--- config.mk ---
export PLATFORM = sky130hd
export DESIGN_NAME = instr_fetch_unit
export DESIGN_NICKNAME = d
export VERILOG_FILES = /design/src/rtl/instr_fetch_unit.sv
export SDC_FILE = /design/constraint.sdc
export NUM_CORES = 1
export LEC_CHECK = 0
export CAP_MARGIN = 20
export CORE_MARGIN = 1.5
export CORE_UTILIZATION = 51
export DETAILED_ROUTE_END_ITERATION = 6
export GPL_TIMING_DRIVEN = 0
export PLACE_DENSITY = 0.8
export SYNTH_ARGS = -nofsm -noshare
export SYNTH_HDL_FRONTEND = slang
export SYNTH_SLANG_ARGS = --single-unit
--- constraint.sdc ---
create_clock -name clk -period 7.3 [get_ports clk]
set_input_delay 1.095 -clock clk [delete_from_list [all_inputs] [get_ports clk]]
set_output_delay 1.095 -clock clk [all_outputs]
set_load 0.01 [all_outputs]
--- src/rtl/instr_fetch_unit.sv ---
// Instruction fetch front end: sequential fetch address generation, single-outstanding imem requests, small instruction FIFO.
// Latency: a response pushed at edge N is visible at the decode head right after edge N (empty buffer); best case 1 instr / 2 cycles.
// Backpressure: instr_valid/instr_ready at the head; no imem request is issued while the buffer is full or a request is outstanding.
//
// Ports:
//   clk, reset            - rising-edge clock, synchronous active-high reset
//   imem_req/addr/ack     - fetch request channel (accepted on imem_req & imem_ack)
//   imem_rvalid/rdata     - in-order response channel, at most one response per accepted request
//   redirect/redirect_pc  - PC redirect from the controller; flushes the buffer and the in-flight fetch
//   instr_valid/ready     - decode handshake at the buffer head
//   instr/instr_pc        - head instruction and its address (0 when empty)
//   op/funct3/funct7b5    - decode slices of the head (0 when empty)
module instr_fetch_unit #(
    parameter logic [31:0] RESET_PC  = 32'h0000_0000,
    parameter int          BUF_DEPTH = 2
) (
    input  logic        clk,
    input  logic        reset,
    output logic        imem_req,
    output logic [31:0] imem_addr,
    input  logic        imem_ack,
    input  logic        imem_rvalid,
    input  logic [31:0] imem_rdata,
    input  logic        redirect,
    input  logic [31:0] redirect_pc,
    output logic        instr_valid,
    input  logic        instr_ready,
    output logic [31:0] instr,
    output logic [31:0] instr_pc,
    output logic [6:0]  op,
    output logic [2:0]  funct3,
    output logic        funct7b5
);

    localparam int PTR_W = $clog2(BUF_DEPTH);
    localparam int CNT_W = PTR_W + 1;
    localparam logic [CNT_W-1:0] DEPTH_C = CNT_W'(BUF_DEPTH);

    // FETCH: nothing outstanding; WAIT: response will be kept; DROP: response will be discarded
    typedef enum logic [1:0] {
        S_FETCH = 2'd0,
        S_WAIT  = 2'd1,
        S_DROP  = 2'd2
    } state_t;

    state_t            state_q;
    logic [31:0]       fetch_pc_q;
    logic [31:0]       req_pc_q;
    logic [PTR_W-1:0]  rd_ptr_q;
    logic [PTR_W-1:0]  wr_ptr_q;
    logic [CNT_W-1:0]  count_q;
    logic [31:0]       buf_instr_q [BUF_DEPTH];
    logic [31:0]       buf_pc_q    [BUF_DEPTH];

    logic              accept_d;
    logic              push_d;
    logic              pop_d;
    logic [31:0]       redirect_pc_d;
    logic              unused_pc_bits;

    // The low address bits of a redirect target are dropped: fetch is word aligned
    assign redirect_pc_d  = {redirect_pc[31:2], 2'b00};
    assign unused_pc_bits = ^redirect_pc[1:0];

    // Request is gated by reset so the bus stays quiet for the whole reset pulse
    assign imem_req  = !reset && (state_q == S_FETCH) && (count_q < DEPTH_C);
    assign imem_addr = fetch_pc_q;

    assign accept_d    = imem_req && imem_ack;
    assign push_d      = (state_q == S_WAIT) && imem_rvalid;
    assign instr_valid = (count_q != '0);
    assign pop_d       = instr_valid && instr_ready;

    assign instr    = instr_valid ? buf_instr_q[rd_ptr_q] : 32'h0;
    assign instr_pc = instr_valid ? buf_pc_q[rd_ptr_q]    : 32'h0;
    assign op       = instr[6:0];
    assign funct3   = instr[14:12];
    assign funct7b5 = instr[30];

    always_ff @(posedge clk) begin
        if (reset) begin
            state_q    <= S_FETCH;
            fetch_pc_q <= RESET_PC;
            req_pc_q   <= '0;
            rd_ptr_q   <= '0;
            wr_ptr_q   <= '0;
            count_q    <= '0;
        end else if (redirect) begin
            // Flush overrides any push/pop this cycle; the in-flight request (if any) becomes wrong-path
            fetch_pc_q <= redirect_pc_d;
            rd_ptr_q   <= '0;
            wr_ptr_q   <= '0;
            count_q    <= '0;
            case (state_q)
                S_FETCH: state_q <= accept_d ? S_DROP : S_FETCH;
                S_WAIT:  state_q <= imem_rvalid ? S_FETCH : S_DROP;
                // A response landing in DROP this cycle retires the only outstanding request,
                // so staying in DROP would wait for a response that never comes
                S_DROP:  state_q <= imem_rvalid ? S_FETCH : S_DROP;
                default: state_q <= S_FETCH;
            endcase
        end else begin
            case (state_q)
                S_FETCH: begin
                    if (accept_d) begin
                        req_pc_q   <= fetch_pc_q;
                        fetch_pc_q <= fetch_pc_q + 32'd4;
                        state_q    <= S_WAIT;
                    end
                end
                S_WAIT:  if (imem_rvalid) state_q <= S_FETCH;
                S_DROP:  if (imem_rvalid) state_q <= S_FETCH;
                default: state_q <= S_FETCH;
            endcase

            if (push_d) begin
                buf_instr_q[wr_ptr_q] <= imem_rdata;
                buf_pc_q[wr_ptr_q]    <= req_pc_q;
                wr_ptr_q              <= wr_ptr_q + 1'b1;
            end
            if (pop_d) begin
                rd_ptr_q <= rd_ptr_q + 1'b1;
            end
            case ({push_d, pop_d})
                2'b10:   count_q <= count_q + 1'b1;
                2'b01:   count_q <= count_q - 1'b1;
                default: count_q <= count_q;
            endcase
        end
    end

endmodule

======== Yosys cells after proc, flatten, opt, wreduce, memory -nomap -nowiden ========
Memories as Yosys holds them, arrays and structs flattened. A register that Yosys moved wholly into a read port is not among the register bits.
Cells that the tools add are included.
storage, ports and cells
  register bits after elaboration ......... 70
  memories kept ........................... 2
  input port bits ......................... 70
  output and inout bits ................... 109
  word-level logic and storage cells ...... 60
  bits in writable memories ............... 128
operators by class
  multiplexer cells ....................... 21
  equal/unequal tests ..................... 6
  bitwise operators ....................... 1
  add/sub/neg operators ................... 5
  reductions and logical operators ........ 17
  magnitude comparators ................... 1
memory list
  name         words  width  read ports  clocked after memory_dff  write ports  RTL line  RTL
  buf_instr_q  2      32     1           1                         1            52        logic [31:0] buf_instr_q [BUF_DEPTH];
  buf_pc_q     2      32     1           1                         1            53        logic [31:0] buf_pc_q [BUF_DEPTH];
operators by type and width
  kind                                                                 count
  32-bit 2-to-1 mux                                                    5
  32-bit by 3-bit adder with 32-bit output (second input constant)     1
  2-bit case mux with 2 select lines                                   3
  2-bit 2-to-1 mux                                                     5
  1-bit 2-to-1 mux                                                     8
  2-bit nonzero test                                                   4
  2-bit AND reduction                                                  3
  1-bit logical AND                                                    5
  2-bit by 1-bit == test with 1-bit output (second input constant)     2
  2-bit == test (second input constant)                                2
  2-bit OR reduction                                                   2
  3-bit by 1-bit != test with 1-bit output (second input constant)     1
  3-bit != test (second input constant)                                1
  3-bit AND reduction                                                  1
  1-bit adder (second input constant)                                  2
  2-bit by 1-bit adder with 2-bit output (second input constant)       1
  2-bit logical NOT                                                    1
  2-bit < comparator (second input constant)                           1
  2-bit by 1-bit subtractor with 2-bit output (second input constant)  1
  1-bit logical NOT                                                    1
  1-bit NOT                                                            1

======== Longest topological paths before layout ========
  depth in word-level cells ............... 7
  depth in mapped cells ................... 8
  gate-level depth less buffers ........... 7

======== Least setup slack after synthesis ========
Ideal clock, no wire load.
  path kind ............................... input -> register
  start ................................... input redirect
  end ..................................... memory buf_instr_q[0][0], enable pin
  stages on the path ...................... 4
  slack ................................... 0.855 ns
  path buffers ............................ 2
  data arrival time ....................... 5.887 ns
  library setup time ...................... 0.558 ns
  data required time ...................... 6.742 ns
  cells stage by stage .................... buf_6 -> or2_2 -> clkbuf_1 -> nor3_1
between the ends
  cells in the longest elaborated chain, start to end .. 3
RTL lines
  item                                    RTL line  RTL
  from (decl)                             24        input logic redirect,
  1-bit 2-to-1 mux                        88        end else if (redirect) begin
  1-bit 2-to-1 mux                        81        if (reset) begin
  1-bit 2-to-1 mux (not written as such)  117       buf_instr_q[wr_ptr_q] <= imem_rdata;
  to (decl)                               52
Every way passes these cells.

======== Worst setup path in the final report ========
  start ................................... register count_q[1]
  end ..................................... output op[1]
between the ends
  cells in the longest elaborated chain, start to end .. 2
RTL lines
  item                    RTL line  RTL
  from (decl)             51        logic [CNT_W-1:0] count_q;
  from (signal assigned)  125       2'b10: count_q <= count_q + 1'b1;
  from (signal assigned)  126       2'b01: count_q <= count_q - 1'b1;
  from (signal assigned)  127       default: count_q <= count_q;
  2-bit nonzero test      71        assign instr_valid = (count_q != '0);
  32-bit 2-to-1 mux       74        assign instr = instr_valid ? buf_instr_q[rd_ptr_q] : 32'h0;
  to (decl)               30        output logic [6:0] op,
Every way passes these cells.

==> metrics <==
number of global-route vias before repair 5701; Top Ports 179; nature of the critical path startpoint flop; synth top area cells edfxtp_1, dfxtp_1, mux2i_1; Post-Place Cells 1104; Worst-Margin Slew 1.02 ns; Crit Path Class reg -> out; First DRT Iteration DRCs 490; antenna cell count 0; post-synthesis cell type count 59; Routed WL between 15000 and 20000 um; Compound-Gate Fraction of Synth Area 0.0740; Vias ~6100; dominant synthesized flop cell edfxtp_1; Post-synth EDFFs 124; core area 0.0158 mm^2; Post-CTS Setup Inserts 0; antenna-violating nets left 0; Fillers 1178; multiplexer share of the synthesized area 0.0757; min Tclk post-route slightly below 4 ns; total grt overflow 0; Yosys top cell by area edfxtp_1; largest net degree at the start of global routing 18; final-stage net count 982; Critical Path Sink op[1]; CTS Sinks 191; Post-DP HPWL 13500 um; number of H-tree levels 4; sequential share of the synthesized area 0.618; period utilisation layout 0.544; largest family of logic cells by synthesized area simple AND/OR/NAND/NOR gates; vias per cell between 5 and 6; leak pwr 3.60 nW; Area Overhead vs Synth 33.0%; crit path DAT ~2.9 ns; Setup violations, final 0; Yosys warning count 0; DRT Pass-1 Iters 5; post-CTS resize count 0; worst reg-to-reg path cell count 7; cells after synthesis approximately 700; WL/cell 16.4 um; most frequent cells after synthesis edfxtp_1, nor2_1, nand2_1; Synth Cell Area 0.00820 mm^2; Synth async-reset ratio 0; initial antenna violation count 0; Reg-to-Reg Start count_q[1]$_SDFFE_PP0P_; Worst-Skew Late Latency 0.43 ns; Synth Area in Simple Gates 0.168; adder-cell share of the synthesized area 0.00763; CTS tree done; Reg2Reg Setup Slack 4.68 ns; Die ar. 0.0168 mm^2; number of CTS-inserted buffers 17; Max Cap Viol 0; CTS Buffer Depth 2; fin. max-slew vios 0; CTS root buffer clkbuf_16; Non-Filler Instances 1136; CP max FO 10; Worst R2R End count_q[1]$_SDFFE_PP0P_; Clk pin slew, worst setup/hold paths 0.07 ns; gr usage total 0.223; setup TNS 0 ns; top-area cell type share of the netlist area 0.454; Synth Area per Inst 11.7 um^2; Critical Path RT 6.20 ns; count leader, synth edfxtp_1; Seq cells post-synth approximately 190; Initial Util 0.520; Remaining DRCs 0; CP Launch Point count_q[1]$_SDFFE_PP0P_; Hold Vio Cnt, Final 0; GPL Wtd Cong 0.876; Synth Area in XOR/XNOR 0.0107; Die Y between 100 and 150 um; # port buffers 171; pwr dens 203 mW/mm^2; first-pass GRT wire length 28900 um; crit end category primary output; VDD IR-drop max 0.168 mV; Relative slew margins 0.317; Worst Skew 0.00834 ns; Worst Hold Class reg -> reg; Die W 130 um; Hold Buf Count CTS 0; RSZ-0062 raised after global routing no; Rows 46; status finished, final reports clean; layout cells sized above 1 0.0924; maximum clock rate roughly 250 MHz
## per-layer routing
| metal | track usage | routed length (um) |
|---|---|---|
| met5 | 0 | 0 |
| met4 | 0.106 | 577 |
| met3 | 0.0476 | 1460 |
| met2 | 0.368 | 8880 |
| met1 | 0.283 | 7690 |
## state kept, by name, indices dropped and copies added (netlist names), named ones only
register	count
rd_ptr_q	1
wr_ptr_q	1
buf_pc_q	60
buf_instr_q	64
state_q	2
count_q	2
req_pc_q	30
imem_addr	30
## worst max-delay path: stages (launching register included)
cell             delay, ns
dfxtp_1               0.30
clkbuf_1              0.19
nor2_1                0.83
clkbuf_1              0.39
nor2_1                0.12
buf_4                 0.15
clkdlybuf4s50_1       0.47
## where the power goes
group	leakage (nW)	internal (mW)	switching, mW
sequential	1.75	1.16	0.0243
clock	0.273	0.464	0.407
combinational	1.58	0.0850	0.0761
## placed cells by master, fill, tap and decap left out, drive strengths merged, types with 2 or more instances in the layout
master / Yosys / layout
and4: 9 / 9
buf: 26 / 38
nor3: 7 / 7
nand3: 13 / 13
mux2i: 62 / 62
or4: 6 / 6
nor2b: 3 / 3
or3: 7 / 7
edfxtp: 124 / 124
or2: 2 / 2
clkdlybuf4s50: 0 / 171
clkinv: 0 / 5
a2111oi: 7 / 7
and3: 3 / 3
conb: 1 / 4
inv: 16 / 22
a31oi: 2 / 2
a221oi: 2 / 2
xor2: 4 / 4
a21oi: 40 / 40
ha: 5 / 5
nand2: 81 / 81
nor2: 92 / 92
a211oi: 9 / 9
o21ai: 13 / 13
a311oi: 9 / 9
o31ai: 3 / 3
clkbuf: 33 / 53
nor4: 12 / 12
dfxtp: 67 / 67
xnor2: 6 / 6
nor3b: 4 / 4
and2: 3 / 3
nand4: 13 / 13
nand4b: 4 / 4
## worst min path at each step
stage	cells after the start	slack [ns]	end	start
after detailed placement	0	0.44	buf_pc_q[0][5]$_DFFE_PP_	req_pc_q[5]$_SDFFE_PP0P_
after global placement	0	0.43	buf_pc_q[0][14]$_DFFE_PP_	req_pc_q[14]$_SDFFE_PP0P_
after CTS	0	0.46	buf_pc_q[0][5]$_DFFE_PP_	req_pc_q[5]$_SDFFE_PP0P_
after global routing	0	0.47	buf_pc_q[0][17]$_DFFE_PP_	req_pc_q[17]$_SDFFE_PP0P_
final	0	0.46	buf_pc_q[0][17]$_DFFE_PP_	req_pc_q[17]$_SDFFE_PP0P_
after floorplan	0	0.43	buf_pc_q[0][10]$_DFFE_PP_	req_pc_q[10]$_SDFFE_PP0P_
## layout make-up
type	count	area, um^2	share of cell area
sequential	191	5060	0.464
multi-input combinational	439	2780	0.255
timing repair buffer	183	1860	0.170
clock buffer	20	458	0.0420
buffer	59	317	0.0290
tap	216	270	0.0248
clock inverter	12	98.8	0.00906
inverter	16	60.1	0.00551
## kinds of logic (layout without fill, tap and decap cells)
logic type,count (synthesis),count (layout)
compound gates,93,93
simple gates,265,265
xor+xnor,10,10
mux,62,62
buf+inv,75,290
flops,191,191
fa+ha+maj,5,5
other cells,1,4
## through the flow
stage                     total power, mW  setup slack, ns  area [um^2]   util  hold slack, ns
after floorplan                      1.27            0.855         8210      -           0.425
after global placement               1.37            -2.07        10200  0.646           0.433
after detailed placement             1.37             3.42        10300  0.656           0.439
after CTS                            2.23             3.22        10900  0.692           0.455
after global routing                 2.29             3.09        10900  0.692           0.469
final                                2.22             3.33        10900  0.692           0.459
Power figures use the tool's default switching activity.
